<file path="src/rtl/tnn_feature_sequencer_if.sv">
// Bundles the feature stream, neuron link and result port of the feature sequencer.
// Latency: none, wires only.
// Backpressure: carries s_valid/s_ready on the feature side and m_valid/m_ready on the result side.
interface tnn_feature_sequencer_if #(
  parameter int N_FEAT = 7,
  parameter int FEAT_W = 2
);
  // feature stream from the quantiser
  logic                     s_valid;
  logic                     s_ready;
  logic [FEAT_W-1:0]        s_data;
  logic                     s_last;
  // link to the combinational neuron
  logic [N_FEAT*FEAT_W-1:0] feat_vec;
  logic                     neuron_out;
  // classification result
  logic                     m_valid;
  logic                     m_ready;
  logic                     m_class;
  logic                     m_err;

  // environment side: quantiser, neuron and result consumer
  modport master (
    output s_valid, s_data, s_last, m_ready, neuron_out,
    input  s_ready, feat_vec, m_valid, m_class, m_err
  );

  // sequencer side
  modport slave (
    input  s_valid, s_data, s_last, m_ready, neuron_out,
    output s_ready, feat_vec, m_valid, m_class, m_err
  );
endinterface

</file>
<file path="src/rtl/tnn_feature_sequencer.sv">
// Assembles N_FEAT serial feature codes into a frame, holds it on the neuron, returns class/error.
// Latency: last beat to m_valid is EVAL_CYCLES+1 cycles for good frames, 1 cycle for length errors.
// Backpressure: s_ready drops from frame completion until the result is taken via m_ready.
module tnn_feature_sequencer #(
  parameter int N_FEAT      = 7,
  parameter int FEAT_W      = 2,
  parameter int EVAL_CYCLES = 1,
  parameter int CNT_W       = 16
) (
  input  logic                  i_clk,
  input  logic                  i_rst_n,
  tnn_feature_sequencer_if.slave bus,
  output logic [CNT_W-1:0]      o_frames_ok,
  output logic [CNT_W-1:0]      o_frames_err
);

  localparam int IDX_W  = (N_FEAT > 1) ? $clog2(N_FEAT) : 1;
  localparam int ECNT_W = $clog2(EVAL_CYCLES + 1);

  typedef enum logic [1:0] {
    ST_LOAD  = 2'd0,
    ST_DRAIN = 2'd1,
    ST_EVAL  = 2'd2,
    ST_DONE  = 2'd3
  } state_t;

  state_t                   r_state;
  state_t                   w_state_nxt;
  logic [IDX_W-1:0]         r_idx;
  logic [N_FEAT*FEAT_W-1:0] r_feat_vec;
  logic [ECNT_W-1:0]        r_eval_cnt;
  logic                     r_m_class;
  logic                     r_m_err;
  logic [CNT_W-1:0]         r_frames_ok;
  logic [CNT_W-1:0]         r_frames_err;

  logic w_s_ready;
  logic w_m_valid;
  logic w_beat;
  logic w_last_slot;
  logic w_wr_slot;
  logic w_idx_inc;
  logic w_eval_load;
  logic w_eval_dec;
  logic w_sample;
  logic w_flag_err;
  logic w_clear;

  assign w_beat      = bus.s_valid & w_s_ready;
  assign w_last_slot = (r_idx == IDX_W'(N_FEAT - 1));

  // state register
  always_ff @(posedge i_clk or negedge i_rst_n) begin
    if (!i_rst_n) r_state <= ST_LOAD;
    else          r_state <= w_state_nxt;
  end

  // next state, handshake outputs and datapath strobes
  always_comb begin
    w_state_nxt = r_state;
    w_s_ready   = 1'b0;
    w_m_valid   = 1'b0;
    w_wr_slot   = 1'b0;
    w_idx_inc   = 1'b0;
    w_eval_load = 1'b0;
    w_eval_dec  = 1'b0;
    w_sample    = 1'b0;
    w_flag_err  = 1'b0;
    w_clear     = 1'b0;
    case (r_state)
      ST_LOAD: begin
        w_s_ready = 1'b1;
        if (w_beat) begin
          w_wr_slot = 1'b1;
          if (w_last_slot) begin
            // frame is full: either it ends here or the tail must be swallowed
            if (bus.s_last) begin
              w_state_nxt = ST_EVAL;
              w_eval_load = 1'b1;
            end else begin
              w_state_nxt = ST_DRAIN;
            end
          end else begin
            w_idx_inc = 1'b1;
            if (bus.s_last) begin
              w_state_nxt = ST_DONE;
              w_flag_err  = 1'b1;
            end
          end
        end
      end
      ST_DRAIN: begin
        w_s_ready = 1'b1;
        if (w_beat && bus.s_last) begin
          w_state_nxt = ST_DONE;
          w_flag_err  = 1'b1;
        end
      end
      ST_EVAL: begin
        // a count of 1 means this is the last settle cycle: sample now
        if (r_eval_cnt == ECNT_W'(1)) begin
          w_state_nxt = ST_DONE;
          w_sample    = 1'b1;
        end else begin
          w_eval_dec = 1'b1;
        end
      end
      ST_DONE: begin
        w_m_valid = 1'b1;
        if (bus.m_ready) begin
          w_state_nxt = ST_LOAD;
          w_clear     = 1'b1;
        end
      end
      default: w_state_nxt = ST_LOAD;
    endcase
  end

  // slot index: advances per loaded beat, rewinds when the result is taken
  always_ff @(posedge i_clk or negedge i_rst_n) begin
    if (!i_rst_n)       r_idx <= '0;
    else if (w_clear)   r_idx <= '0;
    else if (w_idx_inc) r_idx <= r_idx + IDX_W'(1);
  end

  // feature vector: only the addressed slot is written, everything else holds
  always_ff @(posedge i_clk or negedge i_rst_n) begin
    if (!i_rst_n) begin
      r_feat_vec <= '0;
    end else if (w_clear) begin
      r_feat_vec <= '0;
    end else if (w_wr_slot) begin
      for (int i = 0; i < N_FEAT; i++) begin
        if (r_idx == IDX_W'(i)) r_feat_vec[FEAT_W*i +: FEAT_W] <= bus.s_data;
      end
    end
  end

  // settle counter for the neuron evaluation window
  always_ff @(posedge i_clk or negedge i_rst_n) begin
    if (!i_rst_n)         r_eval_cnt <= '0;
    else if (w_eval_load) r_eval_cnt <= ECNT_W'(EVAL_CYCLES);
    else if (w_eval_dec)  r_eval_cnt <= r_eval_cnt - ECNT_W'(1);
  end

  // result register: error frames force class 0, good frames capture the neuron
  always_ff @(posedge i_clk or negedge i_rst_n) begin
    if (!i_rst_n) begin
      r_m_class <= 1'b0;
      r_m_err   <= 1'b0;
    end else if (w_flag_err) begin
      r_m_class <= 1'b0;
      r_m_err   <= 1'b1;
    end else if (w_sample) begin
      r_m_class <= bus.neuron_out;
      r_m_err   <= 1'b0;
    end
  end

  // frame statistics, free-running modulo 2^CNT_W
  always_ff @(posedge i_clk or negedge i_rst_n) begin
    if (!i_rst_n) begin
      r_frames_ok  <= '0;
      r_frames_err <= '0;
    end else begin
      if (w_sample)   r_frames_ok  <= r_frames_ok + CNT_W'(1);
      if (w_flag_err) r_frames_err <= r_frames_err + CNT_W'(1);
    end
  end

  assign bus.s_ready   = w_s_ready;
  assign bus.m_valid   = w_m_valid;
  assign bus.feat_vec  = r_feat_vec;
  assign bus.m_class   = r_m_class;
  assign bus.m_err     = r_m_err;
  assign o_frames_ok   = r_frames_ok;
  assign o_frames_err  = r_frames_err;

endmodule

</file>
<file path="src/flat_wrapper.sv">
// flat-port wrapper written by rule: the top's interface ports become plain ports
module tnn_feature_sequencer_flat 
#(
  parameter int N_FEAT      = 7,
  parameter int FEAT_W      = 2,
  parameter int EVAL_CYCLES = 1,
  parameter int CNT_W       = 16
)
  (i_clk, i_rst_n, o_frames_ok, o_frames_err, bus_s_valid, bus_s_data, bus_s_last, bus_m_ready, bus_neuron_out, bus_s_ready, bus_feat_vec, bus_m_valid, bus_m_class, bus_m_err);
  tnn_feature_sequencer_if #(.N_FEAT(N_FEAT), .FEAT_W(FEAT_W)) bus_i ();
  input  logic i_clk;
  input  logic i_rst_n;
  output logic [CNT_W-1:0] o_frames_ok;
  output logic [CNT_W-1:0] o_frames_err;
  input wire logic [$bits(bus_i.s_valid)-1:0] bus_s_valid;
  input wire logic [$bits(bus_i.s_data)-1:0] bus_s_data;
  input wire logic [$bits(bus_i.s_last)-1:0] bus_s_last;
  input wire logic [$bits(bus_i.m_ready)-1:0] bus_m_ready;
  input wire logic [$bits(bus_i.neuron_out)-1:0] bus_neuron_out;
  output wire logic [$bits(bus_i.s_ready)-1:0] bus_s_ready;
  output wire logic [$bits(bus_i.feat_vec)-1:0] bus_feat_vec;
  output wire logic [$bits(bus_i.m_valid)-1:0] bus_m_valid;
  output wire logic [$bits(bus_i.m_class)-1:0] bus_m_class;
  output wire logic [$bits(bus_i.m_err)-1:0] bus_m_err;
  assign bus_i.s_valid = bus_s_valid;
  assign bus_i.s_data = bus_s_data;
  assign bus_i.s_last = bus_s_last;
  assign bus_i.m_ready = bus_m_ready;
  assign bus_i.neuron_out = bus_neuron_out;
  assign bus_s_ready = bus_i.s_ready;
  assign bus_feat_vec = bus_i.feat_vec;
  assign bus_m_valid = bus_i.m_valid;
  assign bus_m_class = bus_i.m_class;
  assign bus_m_err = bus_i.m_err;
  tnn_feature_sequencer #(.N_FEAT(N_FEAT), .FEAT_W(FEAT_W), .EVAL_CYCLES(EVAL_CYCLES), .CNT_W(CNT_W)) u_core (.i_clk(i_clk), .i_rst_n(i_rst_n), .bus(bus_i), .o_frames_ok(o_frames_ok), .o_frames_err(o_frames_err));
endmodule
</file>
<file path="config.mk">
export PLATFORM = sky130hd
export DESIGN_NAME = tnn_feature_sequencer_flat
export DESIGN_NICKNAME = d
export VERILOG_FILES = /design/src/rtl/tnn_feature_sequencer_if.sv /design/src/rtl/tnn_feature_sequencer.sv /design/src/flat_wrapper.sv
export SDC_FILE = /design/constraint.sdc
export NUM_CORES = 1
export LEC_CHECK = 0
export ABC_AREA = 1
export CORE_ASPECT_RATIO = 0.8
export CORE_MARGIN = 2
export CORE_UTILIZATION = 45
export DETAILED_ROUTE_END_ITERATION = 10
export PLACE_DENSITY_LB_ADDON = 0.1
export SLEW_MARGIN = 10
export SYNTH_ARGS = -nofsm -noshare
export SYNTH_HDL_FRONTEND = slang
export SYNTH_SLANG_ARGS = --single-unit
</file>
<file path="constraint.sdc">
create_clock -name i_clk -period 3.1 [get_ports i_clk]
set_clock_uncertainty 0.1 [all_clocks]
set_input_delay 0.465 -clock i_clk [delete_from_list [all_inputs] [get_ports i_clk]]
set_output_delay 0.465 -clock i_clk [all_outputs]
set_load 0.01 [all_outputs]
</file>
-- Word level (Yosys, flattened, before mapping)
Index checks and enable logic that the tools add are counted.
- bits in registers: 54
- word-level logic and storage cells: 102
- eq/ne operators: 14
- bitwise gates (word level): 1
- reductions and logical operators: 23
- mux-type cells: 46
- add/subtract/negate cells: 4
- operators by type and width (kind ; number):
    $add 16x1->16 const B ; 2
    $mux 14 ; 2
    $mux 2 ; 14
    $mux 1 ; 26
    $reduce_bool 2->1 ; 11
    $reduce_and 2->1 ; 7
    $eq 3x3->1 const B ; 3
    $pmux 2 s4 ; 1
    $eq 3x2->1 const B ; 2
    $mux 3 ; 2
    $ne 2x1->1 const B ; 3
    $reduce_and 5->1 ; 1
    $eq 2x2->1 const B ; 2
    $add 3x1->3 const B ; 1
    $eq 3x1->1 const B ; 1
    $logic_not 3->1 ; 1
    $ne 3x2->1 const B ; 1
    $eq 2x1->1 const B ; 1
    $logic_not 2->1 ; 1
    $ne 2x2->1 const B ; 1
    $pmux 1 s2 ; 1
    $reduce_or 2->1 ; 1
    $and 1x1->1 ; 1
    $logic_and 1x1->1 ; 1
    $sub 1x1->1 const B ; 1

-- Logic depth before layout (Yosys ltp)
Gate-level depths: netlist (run 1).
- depth in word-level cells: 8
- gate-level depth with buffers: 11
- mapped depth without buffers: 11

-- Least setup slack after synthesis (run 1)
OpenSTA, ideal clock, no wires.
- path kind: register to register
- start: reg u_core.r_state[0]
- end: reg u_core.r_frames_err[11], in the netlist u_core.o_frames_err[11]
- cell stages (with the launch flop): 12
- data required time: 2.882 ns
- library setup time: 0.118 ns
- buffers on the path: 1
- data arrival time: 1.388 ns
- slack: 1.494 ns
- path through: dfrtp_1 inv_1 ha_1 inv_2 nand2_4 nand2_4 nor2_4 nand2_4 inv_2 buf_6 nand2_1 o21ai_2
- cells in the longest elaborated chain, start to end: 7
- elaborated cells between the ends (all ways): 9
- RTL lines (item ; RTL line ; RTL):
    from (decl) ; tnn_feature_sequencer.sv:27 ; state_t r_state;
    from (signal assigned) ; tnn_feature_sequencer.sv:55 ; else r_state <= w_state_nxt;
    $eq 2x1->1 or $logic_not 2->1 (tied branches) ; tnn_feature_sequencer.sv:70 ; case (r_state)
    $reduce_or 2->1 (no source line) (*) ; n/a ;
    $mux 1 (*) ; tnn_feature_sequencer.sv:70 ;
    net bus_s_ready ; flat_wrapper.sv:20 ; output wire logic [$bits(bus_i.s_ready)-1:0] bus_s_ready;
    $and 1x1->1 (*) ; tnn_feature_sequencer.sv:49 ; assign w_beat = bus.s_valid & w_s_ready;
    $logic_and 1x1->1 ; tnn_feature_sequencer.sv:94 ; if (w_beat && bus.s_last) begin
    $mux 1 ; tnn_feature_sequencer.sv:94 ;
    $pmux 1 s2 (*) ; tnn_feature_sequencer.sv:70 ;
    to (signal assigned) ; tnn_feature_sequencer.sv:167 ; if (w_flag_err) r_frames_err <= r_frames_err + CNT_W'(1);
    to (decl) ; tnn_feature_sequencer.sv:35 ; logic [CNT_W-1:0] r_frames_err;
Mark *: on every way through the listed nets, which the timed path passes. The rest lies on a longest branch.
A chain may end at the register's enable or synchronous reset.

-- Final worst setup path (run 1)
- start: reg u_core.r_state[1]
- end: out bus_s_ready
- cells in the longest elaborated chain, start to end: 3
- elaborated cells between the ends (all ways): 4
- RTL lines (item ; RTL line):
    $eq 2x1->1 or $logic_not 2->1 (tied branches) ; tnn_feature_sequencer.sv:70
    $reduce_or 2->1 (no source line) (*) ; n/a
    $mux 1 (*) ; tnn_feature_sequencer.sv:70
    to (decl) ; flat_wrapper.sv:20
Every way passes the cells marked *; elsewhere a longest branch is shown, timed or not.

==> flow_summary.yaml, run 1 <==
run_status:
  status: "finished clean"
routing:
  remaining_drc_errors: 0
  first_pass_iters: 4
  wl_per_cell_um: 12.28
  drtIter0Drc: 86
  wl_um: 5782
  vias: 2312
  viasPerCell: 4.909
  antenna_left: 0
floorplanning:
  io_pins: 58
  core_mm2: 0.005912
  initial_core_util_pct: 46.79
  die_x_um: 91.66
  die_h_um: 74.13
  placementRows: 25
  die_area_mm2: 0.006795
worst_setup_path:
  critPathMaxFanout: 5
  startpoint_type: "flop"
  cp_slowest_cell: "clkdlybuf4s50_1"
  critPathTopFamily: "buffers and inverters"
  crit_required_ps: 2530
  cp-end-kind: "output port"
  crit_arrival_ps: 1790
  path_buf_inv: 3
  critPathKind: "reg2out"
  cp_cell_sequence: "inv_1 -> ha_1 -> inv_2 -> nand2_4 -> clkdlybuf4s50_1"
  critPathMaxStageDelay_ps: 540
yosys:
  synth-edff-count: 0
  syn-instance-count: 326
  async_flop_share_pct: 100.0
  ys_top_cells_by_count: "nand2_1, dfrtp_1, nand3_1, nor2_1, inv_1"
  synth_most_common_cell: "nand2_1"
  yosysWarnings: 0
  ys_seq_area_share_pct: 48.85
  yosysTopAreaCell: "dfrtp_1"
  synth_area_leaders: "dfrtp_1, nand2_1, nand3_1"
  syn_area_per_cell_um2: 8.486
  syn-num-nets: 345
  yosys.area.top_type_share_pct: 48.85
  synth_ff_type: "dfrtp_1"
  netlist_area_mm2: 0.002766
  yosysUniqueCellTypes: 21
  ys_ff_latch: 54
flow_run:
  maxCapViolCount: 0
sta:
  report.final.slew_viol_count: 0
  hold_viol_final: 0
  tightest_slew_ps: 570.8
  timing.slew.headroom_pct: 61.85
  rsz0062_at_grt: "false"
  fin_crit_ps: 2360
  setup_viol: 0
  whs_ps: 375.5
  clock.fmax_mhz: 423.7
  timing.final.crit_share_pct: 76.13
  tns_ps: 0
final_layout:
  layout-drive-gt1-share_pct: 5.385
  diodes: 0
  nets: 408
  n_fill_cell: 519
  stdcell_area_mm2: 0.003531
  area_growth_pct: 27.63
  finish.utilization_pct: 59.72
placement:
  gp_congestion: 0.8282
  dp_hpwl_um: 4420
  place_area_mm2: 0.003415
  port_buffers: 57
clock_network:
  cts_setup_buffers: 0
  cts-htree-levels: 2
  tritoncts: "yes"
  cts.clk_slew.worst_paths_ps: 90
  insertion_delay_ps: 310
  cts.path.max_buffers: 2
  cts_buffers: 5
  root_buffer: "clkbuf_8"
  cts_sinks: 54
power_and_ir_drop:
  power_density_mw_per_mm2: 740.5
  power_leakage_nw: 1.610
  p_total_mw: 2.615
  peakVddDrop_uv: 546.4
global_route:
  grtUsageTotal_pct: 17.59
  antenna_found_initial: 0
  grt_first_pass_wirelength_um: 9501
  overflow: 0
  grt_max_degree: 40
  grt_pass1_vias: 1947
min_path:
  hp-class: "reg2reg"
## report_power, final
group	internal, mW	switching (mW)
Sequential	0.888	0.177
Combinational	0.515	0.572
Clock	0.242	0.221
Total	1.64	0.970
## flip-flops by register name (all words and copies together), names as in the netlist
signal and count:
u_core.o_frames_err 16, u_core.o_frames_ok 16, u_core.bus.feat_vec 14, u_core.r_idx 3, u_core.r_state 2, u_core.bus.m_class 1, u_core.bus.m_err 1, u_core.r_eval_cnt 1
## timing repair
action	CTS	global route
hold endpoints to repair	15	0
hold buffers	1	0
gates resized for setup	0	0
## cells in the final DEF (no fill, tap or decap)
master,n
a21boi_0,1
a21oi_1,4
buf_2,1
buf_4,1
bufinv_16,1
clkbuf_1,2
clkbuf_8,5
clkdlybuf4s50_1,56
dfrtp_1,54
dlygate4sd3_1,1
ha_1,11
inv_1,29
inv_2,2
nand2_1,89
nand2_2,1
nand2_4,3
nand3_1,35
nand4_1,6
nor2_1,32
nor2_2,1
nor2_4,4
o21ai_0,14
o21ai_1,12
o21ai_2,2
xnor2_1,11
xor2_1,12
## stage by stage
| stage | setup WS, ps | cells |
|---|---|---|
| after global placement | 1105 | 462 |
| after global routing | 604.3 | 471 |
| after CTS | 735.0 | 471 |
| after floorplan | 1494 | 326 |
| final | 740.1 | 471 |
| after detailed placement | 994.3 | 462 |
## worst paths after layout
kind | start | end | slack [ps] | depth (start not counted)
setup / recovery | u_core.r_state[1] | bus_s_ready | 740 | 5
setup reg to reg | u_core.r_state[1] | u_core.o_frames_err[12] | 1260 | 10
hold / removal | u_core.o_frames_ok[15] | u_core.o_frames_ok[15] | 380 | 1
max in group asynchronous | i_rst_n | u_core.o_frames_err[1] | 1620 | 3
min in group asynchronous | i_rst_n | u_core.o_frames_ok[13] | 480 | 2
hold reg to reg | u_core.o_frames_ok[15] | u_core.o_frames_ok[15] | 380 | 1
## final cells by class
cell class | instances | area [um2] | share of cell area [%]
flip-flops and latches | 54 | 1351 | 38.27
multi-input cells | 238 | 1272 | 36.04
repair buffers | 59 | 583.1 | 16.51
inverters | 31 | 116.4 | 3.296
well taps | 81 | 101.3 | 2.870
clock buffers | 7 | 76.32 | 2.162
clock inverters | 1 | 30.03 | 0.8505
## routing by layer
layer | track usage (%) | routed length (um)
met1 | 28.08 | 3040
met2 | 24.10 | 2409
met3 | 3.445 | 273
met4 | 5.051 | 59
met5 | 0 | 0
## logic make-up (layout without fill, tap and decap cells)
logic type	count (synthesis)	count (layout)	share of synthesized area (%)
AOI/OAI and AO/OA	33	33	6.332
buffers and inverters	34	98	5.156
adders and majority gates	11	11	4.975
DFF	54	54	48.85
xor gates and xnor gates	23	23	7.282
and+or+nand+nor	171	171	27.41
## worst register-to-register path, stage by stage (launching register included)
cell and delay [ps]:
dfrtp_1 430, inv_1 90, ha_1 240, inv_2 110, nand2_4 90, nand2_4 70, nor2_4 100, nand2_4 140
inv_2 240, nand2_1 100, o21ai_2 60
No activity file was read; power rests on OpenSTA's default activity.
==> inputs of run 2 (changes only) <==
- clock period: 3.1 -> 2.05 ns (I/O delays scaled with it)
==> run 2 against run 1 <==
Hold slack better by 5.6 ps. Routed wire length is 0.93% lower. Clock-buffer cell count did not move. Combinational power grew 50%. Critical endpoint unchanged.
==> flow_summary.yaml, run 2 (synthesis results as in run 1) <==
routing:
  vias: 2290
  wl_um: 5728
  viasPerCell: 4.841
  drtIter0Drc: 93
  wl_per_cell_um: 12.11
  antenna_left: 0
  first_pass_iters: 5
  remaining_drc_errors: 0
placement:
  dp.cells: 464
  dp_slack_ps: 190.0
  port_buffers: 57
  dp_hpwl_um: 4376
  gp_congestion: 0.9204
sta:
  hold_viol_final: 0
  timing.slew.headroom_pct: 74.99
  setup_viol: 0
  setup_ws_ps: 154.7
  tightest_slew_ps: 375.1
  tns_ps: 0
  rsz0062_at_grt: "false"
  clock.fmax_mhz: 527.6
  timing.final.crit_share_pct: 92.45
  report.final.slew_viol_count: 0
  fin_crit_ps: 1895
worst_setup_path:
  startpoint_type: "flop"
  critPathMaxFanout: 5
  startpoint: "u_core.r_state[0]"
  crit_arrival_ps: 1490
  rrSetupSlack_ps: 260
  crit_required_ps: 1640
  rr_endpoint: "u_core.o_frames_err[7]"
  cp-end-kind: "output port"
  worst-r2r-cell-count: 9
  reg2reg_from: "u_core.r_state[0]"
  critPathCapture: "bus_s_ready"
  critPathKind: "reg2out"
floorplanning:
  io_pins: 58
  initial_core_util_pct: 46.79
  die_h_um: 74.13
  die_x_um: 91.66
  placementRows: 25
  die_area_mm2: 0.006795
  core_mm2: 0.005912
run_status:
  status: "finished clean"
global_route:
  overflow: 0
  antenna_found_initial: 0
  grt_max_degree: 30
  grt_first_pass_wirelength_um: 9687
  grt_pass1_vias: 2051
  grtUsageTotal_pct: 17.80
power_and_ir_drop:
  power_frac_clock_pct: 16.6
  swShare_pct: 37.46
  power_frac_comb_pct: 42.1
  internal_power_mw: 2.432
  power_density_mw_per_mm2: 1097
  p_total_mw: 3.889
  power_leakage_nw: 1.621
  peakVddDrop_uv: 644.5
  p_sw_mw: 1.457
  pwr-share-seq_pct: 41.3
clock_network:
  cts_setup_buffers: 0
  cts.path.max_buffers: 2
  insertion_delay_ps: 300
  cts.clk_slew.worst_paths_ps: 100
  root_buffer: "clkbuf_8"
  cts-htree-levels: 2
  tritoncts: "yes"
  cts_sinks: 54
  cts_buffers: 5
min_path:
  worstHoldPathCells: 1
  hp-class: "reg2reg"
final_layout:
  n_fill_cell: 527
  layout_common_cells: "nand2_1, clkdlybuf4s50_1, dfrtp_1"
  diodes: 0
  finish.utilization_pct: 59.98
  layout-drive-gt1-share_pct: 6.633
  nets: 410
  final_common_cell: "nand2_1"
  area_growth_pct: 28.18
  fin_cells: 473
flow_run:
  maxCapViolCount: 0
run 2: changes by cell type in the layout (fill, tap and decap cells not counted):
cell	before	now
buf_4	1	3
bufinv_16	1	0
clkbuf_1	2	0
clkbuf_8	5	7
clkdlybuf4s50_1	56	55
clkinv_4	0	1
dlygate4sd2_1	0	1
ha_1	11	10
ha_2	0	1
run 2: area by class of cell:
| type | instances | area (um2) | share of cell area [%] |
|---|---|---|---|
| multi-input combinational | 238 | 1275 | 35.96 |
| clock inverter | 1 | 8.758 | 0.2470 |
| clock buffer | 7 | 96.34 | 2.717 |
| timing repair buffer | 61 | 596.8 | 16.83 |
| sequential | 54 | 1351 | 38.11 |
| tap | 81 | 101.3 | 2.858 |
| inverter | 31 | 116.4 | 3.282 |
run 2: stage by stage:
step	hold WS [ps]	cell area [um2]
finish	381.1	3546
floorplan	-88.09	2766
detailed placement	225.9	3430
CTS	381.5	3546
global placement	222.5	3430
global route	413.3	3546
run 2: worst max-delay path, stage by stage, from the launching register on:
cell and delay, ps:
dfrtp_1 400, inv_1 90, ha_2 220, inv_2 120, nand2_4 80, dlygate4sd2_1 280
run 2: worst min-delay path by stage:
stage | from | to | slack [ps]
after floorplan | i_rst_n | u_core.bus.feat_vec[0] | -90
after global placement | i_rst_n | u_core.o_frames_ok[9] | 220
after detailed placement | i_rst_n | u_core.o_frames_ok[9] | 230
after CTS | u_core.o_frames_ok[15] | u_core.o_frames_ok[15] | 380
after global routing | u_core.o_frames_ok[15] | u_core.o_frames_ok[15] | 410
final | u_core.o_frames_ok[15] | u_core.o_frames_ok[15] | 380
run 2: repair_timing:
item,4_1_cts,5_1_grt
hold endpoints to repair,54,0
resized for setup,2,0
hold buffers,1,0
setup endpoints to repair,1,0
run 2: per-layer routing:
metal  up-vias  track usage, %  wire [um]
met5         -               0          0
met4         0           4.209         42
met3         5           3.546        255
met2        52           28.19       2571
met1      1053           25.62       2858
li1       1180               -          -
run 2: power by group through the flow:
| stage | logic (mW) | registers, mW | clock network [mW] |
|---|---|---|---|
| 2_1_floorplan | 0.852 | 1.68 | 0 |
| 3_3_place_gp | 1.63 | 1.62 | 0 |
| 3_5_place_dp | 1.65 | 1.63 | 0 |
| 4_1_cts | 1.66 | 1.61 | 0.674 |
| 5_1_grt | 1.84 | 1.65 | 0.713 |
| 6_report | 1.64 | 1.61 | 0.647 |
